File: config.mk
export PLATFORM = sky130hd
export DESIGN_NAME = instr_fetch_flat
export DESIGN_NICKNAME = d
export VERILOG_FILES = /design/src/rtl/instr_fetch_pkg.sv /design/src/rtl/instr_fetch_if.sv /design/src/rtl/instr_fetch_npc_calc.sv /design/src/rtl/instr_fetch.sv /design/src/flat_wrapper.sv
export SDC_FILE = /design/constraint.sdc
export NUM_CORES = 1
export LEC_CHECK = 0
export ABC_AREA = 1
export CORE_ASPECT_RATIO = 0.9
export CORE_MARGIN = 3
export CORE_UTILIZATION = 45
export DETAILED_ROUTE_END_ITERATION = 6
export HOLD_SLACK_MARGIN = 0.02
export PLACE_DENSITY = 0.78
export SLEW_MARGIN = 40
export SYNTH_ARGS = -nofsm -noshare
export SYNTH_HDL_FRONTEND = slang
export SYNTH_SLANG_ARGS = --single-unit
File: constraint.sdc
create_clock -name clk -period 2.4 [get_ports clk]
set_input_delay 0.48 -clock clk [delete_from_list [all_inputs] [get_ports clk]]
set_output_delay 0.48 -clock clk [all_outputs]
set_load 0.02 [all_outputs]
File: src/rtl/instr_fetch_pkg.sv
// Shared fetch-stage constants: FSM state codes, next-PC select codes, reset PC.
// Lives alongside ctrl_encode_def.v so decoder and fetch agree on encodings.
package instr_fetch_pkg;

    localparam logic [1:0] IF_IDLE  = 2'd0;
    localparam logic [1:0] IF_REQ   = 2'd1;
    localparam logic [1:0] IF_VALID = 2'd2;

    localparam logic [1:0] NPC_PLUS4  = 2'd0;
    localparam logic [1:0] NPC_BRANCH = 2'd1;
    localparam logic [1:0] NPC_JUMP   = 2'd2;

    localparam logic [31:0] IF_RESET_PC = 32'h0000_3000;

endpackage

File: src/rtl/instr_fetch_if.sv
// Instruction-memory request/response bus between fetch (master) and imem (slave).
interface instr_fetch_if;

    logic        imem_req;
    logic [31:0] imem_addr;
    logic [31:0] imem_rdata;
    logic        imem_ready;

    modport master (output imem_req, output imem_addr, input imem_rdata, input imem_ready);
    modport slave  (input imem_req, input imem_addr, output imem_rdata, output imem_ready);

endinterface

File: src/rtl/instr_fetch_npc_calc.sv
// Combinational next-PC selection: jump beats taken branch beats pc+4.
module instr_fetch_npc_calc
    import instr_fetch_pkg::*;
(
    input  logic [31:0] pc,
    input  logic [31:0] ir,
    input  logic        jump,
    input  logic        branch,
    input  logic        zero,
    output logic [31:0] npc,
    output logic [1:0]  sel
);

    logic [31:0] pc4;
    logic [31:0] boff;
    logic        unused_ir_hi;

    assign pc4          = pc + 32'd4;
    assign boff         = {{14{ir[15]}}, ir[15:0], 2'b00};
    assign unused_ir_hi = ^ir[31:26];

    always_comb begin
        npc = pc4;
        sel = NPC_PLUS4;
        if (jump) begin
            npc = {pc4[31:28], ir[25:0], 2'b00};
            sel = NPC_JUMP;
        end else if (branch && zero) begin
            npc = pc4 + boff;
            sel = NPC_BRANCH;
        end
    end

endmodule

File: src/rtl/instr_fetch.sv
// Fetch stage: owns PC and IR, fetches from imem, redirects on jump/branch.
// Define IF_DELAY_SLOT_EN for MIPS-style single branch delay slot.
module instr_fetch
    import instr_fetch_pkg::*;
#(
    parameter logic [31:0] RESET_PC = IF_RESET_PC
) (
    input  logic               clk,
    input  logic               rst_n,
    instr_fetch_if.master      imem,
    output logic               instr_valid,
    input  logic               instr_ready,
    input  logic               jump,
    input  logic               branch,
    input  logic               zero,
    output logic [31:0]        pc,
    output logic [31:0]        ir,
    output logic [5:0]         opcode,
    output logic [5:0]         funct
);

    logic [1:0]  state;
    logic [31:0] npc;
    logic [1:0]  sel;
    logic        accept;

    assign accept         = (state == IF_VALID) && instr_ready;
    assign instr_valid    = (state == IF_VALID);
    assign imem.imem_req  = (state == IF_REQ);
    assign imem.imem_addr = pc;
    assign opcode         = ir[31:26];
    assign funct          = ir[5:0];

    instr_fetch_npc_calc u_npc (
        .pc     (pc),
        .ir     (ir),
        .jump   (jump),
        .branch (branch),
        .zero   (zero),
        .npc    (npc),
        .sel    (sel)
    );

    // Async reset also kills an in-flight request; the response is simply never sampled.
    always_ff @(posedge clk or negedge rst_n) begin
        if (!rst_n) begin
            state <= IF_IDLE;
            ir    <= '0;
        end else begin
            case (state)
                IF_IDLE:  state <= IF_REQ;
                IF_REQ: begin
                    if (imem.imem_ready) begin
                        ir    <= imem.imem_rdata;
                        state <= IF_VALID;
                    end
                end
                IF_VALID: if (instr_ready) state <= IF_REQ;
                default:  state <= IF_IDLE;
            endcase
        end
    end

`ifdef IF_DELAY_SLOT_EN
    logic        pend;
    logic [31:0] pend_tgt;

    // While a redirect is pending, the slot instruction's own jump/branch is ignored.
    always_ff @(posedge clk or negedge rst_n) begin
        if (!rst_n) begin
            pc       <= RESET_PC;
            pend     <= 1'b0;
            pend_tgt <= '0;
        end else if (accept) begin
            if (pend) begin
                pc   <= pend_tgt;
                pend <= 1'b0;
            end else if (sel != NPC_PLUS4) begin
                pend_tgt <= npc;
                pend     <= 1'b1;
                pc       <= pc + 32'd4;
            end else begin
                pc <= npc;
            end
        end
    end
`else
    logic unused_sel;
    assign unused_sel = ^sel;

    always_ff @(posedge clk or negedge rst_n) begin
        if (!rst_n)
            pc <= RESET_PC;
        else if (accept)
            pc <= npc;
    end
`endif

endmodule

File: src/flat_wrapper.sv
// flat-port wrapper written by rule: the top's interface ports become plain ports
module instr_fetch_flat import instr_fetch_pkg::*;
#(
    parameter logic [31:0] RESET_PC = IF_RESET_PC
)
  (clk, rst_n, instr_valid, instr_ready, jump, branch, zero, pc, ir, opcode, funct, imem_imem_req, imem_imem_addr, imem_imem_rdata, imem_imem_ready);
  instr_fetch_if imem_i ();
  input  logic clk;
  input  logic rst_n;
  output logic instr_valid;
  input  logic instr_ready;
  input  logic jump;
  input  logic branch;
  input  logic zero;
  output logic [31:0] pc;
  output logic [31:0] ir;
  output logic [5:0] opcode;
  output logic [5:0] funct;
  output wire logic [$bits(imem_i.imem_req)-1:0] imem_imem_req;
  output wire logic [$bits(imem_i.imem_addr)-1:0] imem_imem_addr;
  input wire logic [$bits(imem_i.imem_rdata)-1:0] imem_imem_rdata;
  input wire logic [$bits(imem_i.imem_ready)-1:0] imem_imem_ready;
  assign imem_imem_req = imem_i.imem_req;
  assign imem_imem_addr = imem_i.imem_addr;
  assign imem_i.imem_rdata = imem_imem_rdata;
  assign imem_i.imem_ready = imem_imem_ready;
  instr_fetch #(.RESET_PC(RESET_PC)) u_core (.clk(clk), .rst_n(rst_n), .imem(imem_i), .instr_valid(instr_valid), .instr_ready(instr_ready), .jump(jump), .branch(branch), .zero(zero), .pc(pc), .ir(ir), .opcode(opcode), .funct(funct));
endmodule
-- Word level (Yosys, flattened, before mapping)
Cells that the tools add are included.
- register bits: 66
- memories: 0
- output and inout port bits: 110
- RAM bits: 0
- bits in latches: 0
- bits in read-only memories: 0
- input bits: 39
- bitwise operators: 0
- div/mod/pow operators: 0
- $mul: 0
- reduce and logical (&&, ||, !) cells: 5
- magnitude comparators: 0
- multiplexer cells: 5
- add/sub/neg operators: 2
- shift-type cells: 0
- eq/ne operators: 4
- operators by type and width (operator ; number):
    $mux 32 ; 2
    $add 32x3->32 const B ; 1
    $add 32x32->32 ; 1
    $pmux 2 s3 ; 1
    $mux 2 ; 2
    $ne 2x1->1 const B ; 2
    $reduce_and 2->1 ; 2
    $eq 2x1->1 const B ; 1
    $eq 2x2->1 const B ; 1
    $logic_and 1x1->1 ; 2
    $logic_not 2->1 ; 1

-- Longest topological paths before layout
Gate-level depths: netlist (run 1).
- word-level depth: 4
- depth in mapped cells: 23
- mapped depth without buffers: 23

-- Hierarchy
Synthesis (run 1) repeated with hierarchy kept, for this count alone.
- cells, all modules: 1130
- area, all modules: 6925.4 µm²
- by module, submodules not included (module ; sequential area each (µm²) ; times used ; area each (µm²) ; cells an instance):
    instr_fetch_npc_calc ; 0.0 ; 1 ; 3757.4 ; 788
    instr_fetch ; 1654.1 ; 1 ; 3168.0 ; 342

-- Least setup slack after synthesis (run 1)
Ideal clock, no wire load.
- kind: register to register
- start: register u_core.pc[13], in the netlist u_core.imem.imem_addr[13]
- end: register u_core.pc[27], in the netlist u_core.imem.imem_addr[27]
- cell stages (with the launch flop): 21
- required time: 2.283 ns
- data arrival time: 2.577 ns
- setup slack: -0.293 ns
- buffers on the path: 0
- path through: dfstp_2 nand2_1 nor2_4 inv_1 nor2_1 nand2_2 clkinv_2 nor2_1 or2_2 ha_1 nand2_1 nor2_1 nand2_1 nor3_1 nand2_1 nand3_1 nand2_1 nand3_1 nand2_1 nand2_1 nand2_1
- longest elaborated chain between the ends: 4
- RTL lines (what ; line ; RTL):
    start, declared ; instr_fetch.sv:16 ; output logic [31:0] pc,
    start signal, assigned ; instr_fetch.sv:95 ; pc <= npc;
    $add 32x3->32 * ; instr_fetch_npc_calc.sv:18 ; assign pc4 = pc + 32'd4;
    $add 32x32->32 ; instr_fetch_npc_calc.sv:29 ; npc = pc4 + boff;
    $mux 32 * ; instr_fetch_npc_calc.sv:28 ; end else if (branch && zero) begin
    $mux 32 * ; instr_fetch_npc_calc.sv:25 ; if (jump) begin
Mark *: on every way between the ends. The rest lies on a longest branch, timed or not.
A chain may end at the register's enable or synchronous reset.

-- Worst setup path after layout (run 1)
- start: register u_core.pc[9], in the netlist u_core.imem.imem_addr[9]
- end: register u_core.pc[23], in the netlist u_core.imem.imem_addr[23]
The elaborated chain is that of the path after synthesis.

==> results of run 1 <==
## cell usage after synthesis, drive strengths merged (3+ instances only)
| cell type | n | share of area, % |
|---|---|---|
| ha | 37 | 7.0 |
| nor3 | 7 | 0.68 |
| nand2 | 373 | 22 |
| dfrtp | 62 | 23 |
| or2 | 7 | 0.66 |
| clkbuf | 12 | 0.68 |
| mux2 | 25 | 4.2 |
| buf | 54 | 5.8 |
| o21bai | 4 | 0.45 |
| inv | 161 | 9.1 |
| nand4 | 6 | 0.57 |
| nand3 | 83 | 6.4 |
| xnor2 | 3 | 0.40 |
| xor2 | 16 | 2.1 |
| and2 | 8 | 0.79 |
| o21ai | 27 | 2.0 |
| a21oi | 48 | 3.6 |
| nor2 | 113 | 7.2 |
## cell type report
class	instances	area, um2
Timing Repair Buffer	316	2820
Clock buffer	10	239
Clock inverter	6	35.0
Fill cell	896	3360
Multi-Input combinational cell	781	5290
Inverter	163	616
Tap cell	193	241
Sequential cell	64	1620
## layer usage
layer	track usage, %	share of wire (%)	up-vias
met1	41.4	37	4055
met2	51.0	45	759
met3	7.17	12	217
met4	11.3	6.7	0
met5	0	0	-
li1	-	-	3808
## power by group through the flow
stage	Sequential, uW	Clock (uW)	Combinational [uW]
floorplan	2880	0	6540
global placement	2150	0	11800
detailed placement	2160	0	12000
CTS	2190	1240	13700
global route	2330	1290	16700
finish	2300	1260	15700
## repair_timing
action	4_1_cts	5_1_grt
endpoints found under the hold margin	0	0
endpoints found under the setup margin	25	26
pin swaps	61	39
resized for setup	149	115
buffers inserted	22	15
## layout by cell type, fill, tap and decap left out, types with 3 or more instances in the layout
master and count:
nor2_1 65, ha_4 32, mux2_2 25, o21bai_1 3
o21ai_1 12, nor2_4 20, buf_12 4, ha_1 4
nand4_1 6, nor3_2 4, a21oi_1 33, nor2_2 27
clkinv_2 5, clkbuf_16 9, inv_1 138, xor2_4 8
a21oi_2 15, nand3_2 14, nand2_2 67, and2_4 6
buf_6 10, conb_1 4, clkdlybuf4s50_1 143, or2_2 3
buf_4 158, xor2_1 4, nand2_1 291, inv_2 23
xor2_2 4, dfrtp_1 50, dfrtp_2 12, o21ai_0 14
nand2_4 14, nand3_1 65, nand3_4 4
## path summary, 6_finish.rpt
path	startpoint	to	slack [ns]	depth (start not counted)
min in group clk	u_core.state[1]	u_core.state[0]	0.50	1
min	rst_n	u_core.ir[7]	0.17	1
max reg2reg	u_core.imem.imem_addr[9]	u_core.imem.imem_addr[23]	-0.66	21
max in group asynchronous	rst_n	u_core.imem.imem_addr[13]	1.52	2
max	u_core.imem.imem_addr[9]	u_core.imem.imem_addr[23]	-0.66	21
min reg2reg	u_core.state[1]	u_core.state[0]	0.50	1
## through the flow
step	cells	TNS (ns)
floorplan	1074	-1.96
global placement	1480	-7.29
detailed placement	1480	-8.02
CTS	1518	-5.31
global route	1533	-13.70
finish	1533	-11.33
## worst max-delay path, cell delays in order (launching register included)
cell     delay [ns]
dfrtp_1        0.41
nand2_2        0.12
inv_1          0.10
nand2_1        0.13
nor2_4         0.24
nand3_1        0.15
xor2_1         0.26
inv_1          0.15
ha_4           0.31
buf_4          0.11
nand2_4        0.06
nor2_4         0.11
buf_4          0.13
nand2_1        0.08
inv_1          0.08
nand2_1        0.07
nand2_1        0.06
nand2_1        0.04
nand3_1        0.12
nand2_1        0.09
nand2_1        0.07
nand2_1        0.05
## state kept, by name (all words and copies together), names as in the netlist
| name | flops |
|---|---|
| u_core.ir | 32 |
| u_core.state | 2 |
| u_core.imem.imem_addr | 30 |
## logic make-up (layout without fill, tap and decap cells)
kind of cell	after synthesis	in the layout	share of synthesized area, %
AOI/OAI and AO/OA	91	91	7.48
buffers and inverters	229	495	15.7
xor gates and xnor gates	19	19	2.51
and+or+nand+nor	604	604	38.6
adders and majority gates	38	38	7.28
DFF	64	64	24.2
muxes	25	25	4.24
other	1	4	0.0565
==> results.yml, run 1 <==
power:
  p_int_uw: 9290
  finalPower_uw: 19300
  ir_drop_mv: 1.31
  p_per_area_nw_per_um2: 1780
  switching_share_pct: 51.8
  seqPwrFrac_pct: 11.9
  p_clk_share_pct: 6.5
  power.net_switching_uw: 9980
  power_leakage_uw: 0.00533
  p_comb_share_pct: 81.5
floorplanning:
  start_util_pct: 46.7
  core_region_area_um2: 14200
  num_rows: 41
  fp.dieH_um: 121
  die_area_um2: 16200
  ioPinCount: 149
  die_w_um: 134
sta:
  whs_ns: 0.173
  finalMaxSlewViolations: 0
  period_share_pct: 127
  slew_headroom_pct: 54.8
  rsz0062_at_grt: "yes"
  setup_viol: 26
  skew_ns: 0.00753
  hold_viol_final: 0
  fmaxAchievable_ghz: 0.327
  worst_pin_slew_ns: 0.679
  fin_ws_ns: -0.656
  min_period_ns: 3.06
layout:
  area_growth_syn_to_layout_pct: 63.5
  nets: 1412
  diodes: 0
  finish.utilization_pct: 76.4
  drive_above_1_share_pct: 36.2
  stdcell_area_um2: 10900
place:
  dp.final_hpwl_um: 18500
  port_buffers: 144
  place_area_um2: 9140
  gp_congestion: 0.998
  post-place-ws_ns: -0.519
synthesis:
  async_flop_share_pct: 100
  synth.yosys.warnings: 0
  ys.flop_type: "dfrtp_1"
  synth_seq_cells: 64
  syn_area_per_cell_um2: 6.20
  seq_area_frac_synth_pct: 24.2
  synth_edf_count: 0
  syn_area_um2: 6640
  synth_cell_types: 48
  synth_cells: 1071
cts:
  cts_buffers: 9
  cts_max_level: 3
  cts_tree: "yes"
  clock_tree.root_cell: "clkbuf_16"
  cts_buffer_depth: 2
  clk_latency_ns: 0.35
  clock-sinks: 64
  cts_hold_buffers: 0
  path_clk_slew_ns: 0.06
global_routing:
  track_usage_pct: 31.5
  overflow: 0
  grt_pass1_vias: 7879
  antenna_found_initial: 0
  grt_max_degree: 47
  grt_pass1_wl_um: 40400
detailed_routing:
  vias: 8839
  drcViolationCount: 10
  routed_wl_um: 30000
  ant_nets: 0
  wire_per_inst_um: 19.6
  drtPass1Iterations: 7
  first_iter_violations: 1265
  viasPerCell: 5.77
outcome:
  violations: "DRC, setup timing"
  status: "complete, but fails checks"
setup_path:
  critical_path_class: "flip-flop to flip-flop"
  critPathArrivalTime_ns: 3.29
  cp-end-kind: "flip-flop"
  crit_path_max_fanout: 4
  critPathLaunchType: "flip-flop"
  cp.required_ns: 2.64
min_path:
  hold_class: "input pin to async pin"
flow_run:
  drv_cap: 0
No activity file was read; power rests on OpenSTA's default activity.
==> inputs of run 2 (changes only) <==
--- a/config.mk
+++ b/config.mk
@@ -11,7 +11,7 @@
 export CORE_UTILIZATION = 45
 export DETAILED_ROUTE_END_ITERATION = 6
 export HOLD_SLACK_MARGIN = 0.02
-export PLACE_DENSITY = 0.78
+export PLACE_DENSITY = 0.77
 export SLEW_MARGIN = 40
 export SYNTH_ARGS = -nofsm -noshare
 export SYNTH_HDL_FRONTEND = slang
==> run 2 against run 1 <==
Compared with the run above: total power is 6.5% higher; first-iteration DRC count shrank 4.3%; routed wire length increased by 5.7%; sequential cell count unchanged; non-clock buffer count shrank 2; count of clock-buffer cells in the layout unchanged; the flow still finishes with violations (DRC, setup timing); maximum frequency decreased by 1.5%; die area unchanged; final area grew 2.9%; clock power up 29%; global-route usage up 1.9 points.
==> results.yml, run 2 (same netlist as run 1, synthesis figures left out) <==
layout:
  drive_above_1_share_pct: 40.3
  diodes: 0
  final_common_cell: "nand2_1"
  mostFrequentLayoutCells: "nand2_1 (259), buf_4 (152), clkdlybuf4s50_1 (143)"
  final_cells: 1531
  top_register: "u_core.ir"
  area_growth_syn_to_layout_pct: 68.2
  n_fill_cell: 819
  largest_reg_flops: 32
  regArea_um2: 1620
  nets: 1410
  multiInputGateArea_um2: 5530
setup_path:
  crit_path_max_fanout: 4
  rr_worst_depth: 19
  cp-end-kind: "flip-flop"
  r2r-start: "u_core.imem.imem_addr[12]"
  worstReg2RegEnd: "u_core.imem.imem_addr[25]"
  critPathArrivalTime_ns: 3.34
  critPathLaunchType: "flip-flop"
  endpoint: "u_core.imem.imem_addr[25]"
  ff2ff_setup_slack_ns: -0.70
  cp.required_ns: 2.64
  crit_start: "u_core.imem.imem_addr[12]"
  critical_path_class: "flip-flop to flip-flop"
sta:
  rsz0062_at_grt: "yes"
  hold_viol_final: 0
  slew_headroom_pct: 53.7
  worst_pin_slew_ns: 0.694
  skew_ns: 0.0142
  period_share_pct: 129
  fmaxAchievable_ghz: 0.322
  min_period_ns: 3.10
  finalMaxSlewViolations: 0
  setup_viol: 26
  fin_ws_ns: -0.701
detailed_routing:
  first_iter_violations: 1211
  ant_nets: 0
  drtPass1Iterations: 7
  wire_per_inst_um: 20.7
  vias: 8987
  drcViolationCount: 2
  viasPerCell: 5.87
  routed_wl_um: 31700
floorplanning:
  die_area_um2: 16200
  num_rows: 41
  die_w_um: 134
  core_region_area_um2: 14200
  ioPinCount: 149
  fp.dieH_um: 121
  start_util_pct: 46.7
flow_run:
  drv_cap: 0
cts:
  clk_latency_ns: 0.36
  cts_hold_buffers: 0
  cts_tree: "yes"
  cts_buffer_depth: 2
  clock_tree.root_cell: "clkbuf_16"
  path_clk_slew_ns: 0.07
  cts_buffers: 9
  clock-sinks: 64
  cts_max_level: 3
power:
  p_comb_share_pct: 80.6
  seqPwrFrac_pct: 11.5
  ir_drop_mv: 1.25
  power.net_switching_uw: 10700
  p_int_uw: 9810
  finalPower_uw: 20500
  switching_share_pct: 52.2
  p_per_area_nw_per_um2: 1840
  p_clk_share_pct: 7.9
  power_leakage_uw: 0.00544
min_path:
  hold_class: "input pin to async pin"
global_routing:
  overflow: 0
  antenna_found_initial: 0
  grt_max_degree: 41
  grt_pass1_vias: 8347
  grt_pass1_wl_um: 43000
  track_usage_pct: 33.4
place:
  place_inst: 1484
  dp.final_hpwl_um: 18400
  gp_congestion: 0.977
  port_buffers: 144
outcome:
  status: "complete, but fails checks"
  violations: "DRC, setup timing"
run 2: cell types whose count changed in the layout (fill, tap and decap cells not counted), moves of 4 or more:
cell	before	now
a21oi_1	33	29
nand2_2	67	91
inv_2	23	33
buf_4	158	152
nor2_4	20	25
nor2_2	27	22
nand2_4	14	22
nand3_2	14	27
clkinv_2	5	0
buf_6	10	15
nand3_1	65	53
inv_1	138	129
nand2_1	291	259
run 2: stage by stage:
stage          cell area (um2)  util [%]  hold slack, ns  setup slack [ns]  TNS, ns
6_report                 11200      78.6          0.0280            -0.701   -10.97
5_1_grt                  11200      78.6          0.0510            -0.737   -13.95
4_1_cts                  10600      74.5          0.0309            -0.297    -4.83
3_5_place_dp              9160      64.5           0.398            -0.474    -8.50
3_3_place_gp              9160      64.5           0.397            -0.432    -7.28
2_1_floorplan             6830         -           0.184            -0.162    -1.96
run 2: layout make-up:
type | count | area share (%)
clock inverters | 6 | 1.03
repair buffers | 314 | 25.1
well taps | 193 | 2.16
multi-input cells | 781 | 49.5
inverters | 163 | 5.50
flip-flops and latches | 64 | 14.5
clock buffers | 10 | 2.14
run 2: power groups by stage:
stage / clock network, uW / logic (uW) / registers (uW)
floorplan: 0 / 6540 / 2880
global placement: 0 / 11700 / 2150
detailed placement: 0 / 11900 / 2160
CTS: 1590 / 14000 / 2230
global route: 1650 / 17400 / 2390
finish: 1620 / 16500 / 2350
run 2: worst min path at each step:
stage,from,to,slack (ns),cells after the start
after floorplan,rst_n,u_core.imem.imem_addr[10],0.18,0
after global placement,rst_n,u_core.ir[4],0.40,1
after detailed placement,rst_n,u_core.ir[4],0.40,1
after CTS,rst_n,u_core.imem.imem_addr[10],0.03,1
after global routing,rst_n,u_core.ir[10],0.05,1
final,rst_n,u_core.imem.imem_addr[10],0.03,1
run 2: layer usage:
layer  vias up  GRT usage (%)  share of wire, %
met5         -              0                 0
met4         0           14.1               7.3
met3       258           6.80                12
met2       761           55.3                46
met1      4164           42.6                35
li1       3804              -                 -
run 2: critical path, cell delays in order (launching register included):
cell and delay (ns):
dfstp_2 0.60, nand2_2 0.10, nor2_4 0.15, nand2_4 0.08, nor2_4 0.14, xor2_2 0.26
inv_2 0.08, ha_4 0.32, nand2_4 0.07, nor2_2 0.15, inv_2 0.07, nor2_2 0.12
buf_4 0.13, nand3_1 0.16, nand3_1 0.17, nand2_1 0.09, nand3_2 0.09, nand2_1 0.07
nand2_1 0.06, nand2_1 0.05
run 2: what timing repair did:
action                                  4_1_cts  5_1_grt
buffers inserted                             23        8
gates resized for setup                     196      140
endpoints found under the setup margin       25       27
pin swaps                                    52       53
gates cloned                                  0        0
==> inputs of run 3 (changes only) <==
--- a/config.mk
+++ b/config.mk
@@ -15,4 +15,5 @@
 export SLEW_MARGIN = 40
 export SYNTH_ARGS = -nofsm -noshare
 export SYNTH_HDL_FRONTEND = slang
+export SYNTH_HIERARCHICAL = 1
 export SYNTH_SLANG_ARGS = --single-unit
==> run 3 against run 2 <==
Compared with the run above: the flow finishes with violations (setup timing); sequential power about the same; count of clock-buffer cells in the layout unchanged; first-iteration DRC count decreased by 3.2%; combinational power decreased by 15%; final area increased by 2.8%; non-clock buffer count increased by 32; largest cell class unchanged.
==> results.yml, run 3 <==
outcome:
  status: "complete, but fails checks"
  violations: "setup timing"
setup_path:
  crit_start: "u_core/imem.imem_addr[13]"
  critPathArrivalTime_ns: 3.37
  critical_path_class: "flip-flop to flip-flop"
  slowest_delay_ns: 0.58
  r2r-start: "u_core/imem.imem_addr[13]"
  cp_top_family: "simple AND/OR/NAND/NOR gates"
  cp_common_cell: "nand2_1"
  cpMaxStageDelayCell: "dfstp_2"
  cp.depth: 20
  cp-end-kind: "flip-flop"
  critPathLaunchType: "flip-flop"
  rr_worst_depth: 20
  path_buf_inv: 3
  crit_path_max_fanout: 4
  ff2ff_setup_slack_ns: -0.71
  cp.required_ns: 2.67
  path_cells: "nand2_2 > nor2_4 > buf_6 > nand2_4 > nor2_8 > buf_4 > nand2_1 > nand2_1 > nand2_1 > inv_2 > ha_4 > a21oi_2 > o21ai_1 > nor2_1 > nand3_1 > nand2_1 > nand3_2 > a21oi_2 > nand4_1 > nand2_1"
  endpoint: "u_core/imem.imem_addr[24]"
  worstReg2RegEnd: "u_core/imem.imem_addr[24]"
cts:
  clock_tree.root_cell: "clkbuf_16"
  cts_buffer_depth: 2
  path_clk_slew_ns: 0.06
  clock-sinks: 66
  cts_tree: "yes"
  cts_buffers: 9
  clk_latency_ns: 0.33
  cts_max_level: 3
  cts_hold_buffers: 0
flow_run:
  drv_cap: 0
layout:
  stdcell_area_um2: 11500
  diodes: 0
  finish.utilization_pct: 77.2
  final_common_cell: "nand2_1"
  drive_above_1_share_pct: 38.0
  nets: 1481
  mostFrequentLayoutCells: "nand2_1 (329), buf_4 (182), clkdlybuf4s50_1 (147)"
  n_fill_cell: 951
  area_growth_syn_to_layout_pct: 65.9
sta:
  setup_viol: 26
  skew_ns: 0.00939
  worst_pin_slew_ns: 0.557
  finalMaxSlewViolations: 0
  min_period_ns: 3.11
  rsz0062_at_grt: "yes"
  hold_viol_final: 0
  fmaxAchievable_ghz: 0.322
  slew_headroom_pct: 62.8
  fin_ws_ns: -0.705
  period_share_pct: 129
global_routing:
  track_usage_pct: 31.5
  grt_max_degree: 46
  grt_pass1_vias: 8033
  met1_usage_pct: 43.2
  grt_pass1_wl_um: 41500
  overflow: 0
  busiest_layer: "met2"
  met3_usage_pct: 7.43
  antenna_found_initial: 0
  use_met2_pct: 49.8
power:
  seqPwrFrac_pct: 13.1
  p_per_area_nw_per_um2: 1550
  ir_drop_mv: 1.00
  switching_share_pct: 50.5
  p_int_uw: 8780
  p_comb_share_pct: 78.7
  power_leakage_uw: 0.00567
  p_clk_share_pct: 8.2
  power.net_switching_uw: 8970
detailed_routing:
  first_iter_violations: 1172
  drcViolationCount: 0
  ant_nets: 0
  viasPerCell: 5.61
  drtPass1Iterations: 6
  vias: 9023
  wire_per_inst_um: 18.7
  routed_wl_um: 30000
synthesis:
  synth_cells: 1129
  synth.yosys.warnings: 6
  syn_area_per_cell_um2: 6.13
  syn_nets: 1206
  syn_area_um2: 6920
floorplanning:
  fp.dieH_um: 124
  ioPinCount: 149
  num_rows: 42
  die_area_um2: 16900
  start_util_pct: 46.5
  die_w_um: 137
  core_region_area_um2: 14900
min_path:
  hold_class: "input pin to async pin"
place:
  dp.final_hpwl_um: 19800
  gp_congestion: 1.02
  place_area_um2: 9560
  port_buffers: 148
-- run 3: worst min path at each step --
stage	start	to	slack [ns]	cells past startpoint
after global routing	rst_n	u_core/ir[6]	0.16	1
final	rst_n	u_core/ir[30]	0.13	1
after global placement	u_core/ir[30]	u_core/ir[30]	0.48	2
after CTS	rst_n	u_core/ir[30]	0.14	1
after detailed placement	rst_n	u_core/ir[29]	0.49	1
after floorplan	rst_n	u_core/imem.imem_addr[0]	0.18	0
-- run 3: through the flow --
step,cells,setup TNS [ns],hold WS (ns),setup WS (ns),total power [uW]
6_report,1607,-11.78,0.134,-0.705,17700
5_1_grt,1607,-14.44,0.163,-0.745,18700
4_1_cts,1593,-8.55,0.140,-0.458,15500
3_5_place_dp,1565,-11.75,0.491,-0.668,12700
3_3_place_gp,1565,-10.30,0.481,-0.600,12600
2_1_floorplan,1129,-4.05,0.184,-0.342,8270
-- run 3: worst register-to-register path, cell delays in order (launching register included) --
cell	delay (ns)
dfstp_2	0.58
nand2_2	0.11
nor2_4	0.15
buf_6	0.11
nand2_4	0.06
nor2_8	0.15
buf_4	0.15
nand2_1	0.05
nand2_1	0.05
nand2_1	0.08
inv_2	0.13
ha_4	0.23
a21oi_2	0.15
o21ai_1	0.13
nor2_1	0.21
nand3_1	0.11
nand2_1	0.09
nand3_2	0.10
a21oi_2	0.15
nand4_1	0.12
nand2_1	0.11
-- run 3: power by group through the flow --
stage / combinational, uW / sequential, uW / clock, uW
2_1_floorplan: 5420 / 2850 / 0
3_3_place_gp: 10400 / 2200 / 0
3_5_place_dp: 10500 / 2200 / 0
4_1_cts: 11800 / 2230 / 1440
5_1_grt: 14800 / 2380 / 1500
6_report: 14000 / 2320 / 1450
-- run 3: final cells by class --
cell class                 instances  area (um2)  share of cell area (%)
clock buffer                      10         229                    1.99
clock inverter                     6        90.1                   0.785
inverter                         143         554                    4.83
multi-input combinational        838        5650                    49.2
sequential                        66        1670                    14.5
tap                              198         248                    2.16
timing repair buffer             346        3040                    26.5
-- run 3: per-layer routing --
layer  part of all wire (%)  wire [um]
met5                      0          0
met4                    3.8       1130
met3                     10       3150
met2                     46      13800
met1                     40      11900
-- run 3: repair_timing --
| item | in CTS | in global routing |
|---|---|---|
| pin swaps | 62 | 104 |
| setup buffers | 12 | 14 |
| resized for setup | 157 | 178 |
| endpoints found under the setup margin | 27 | 28 |
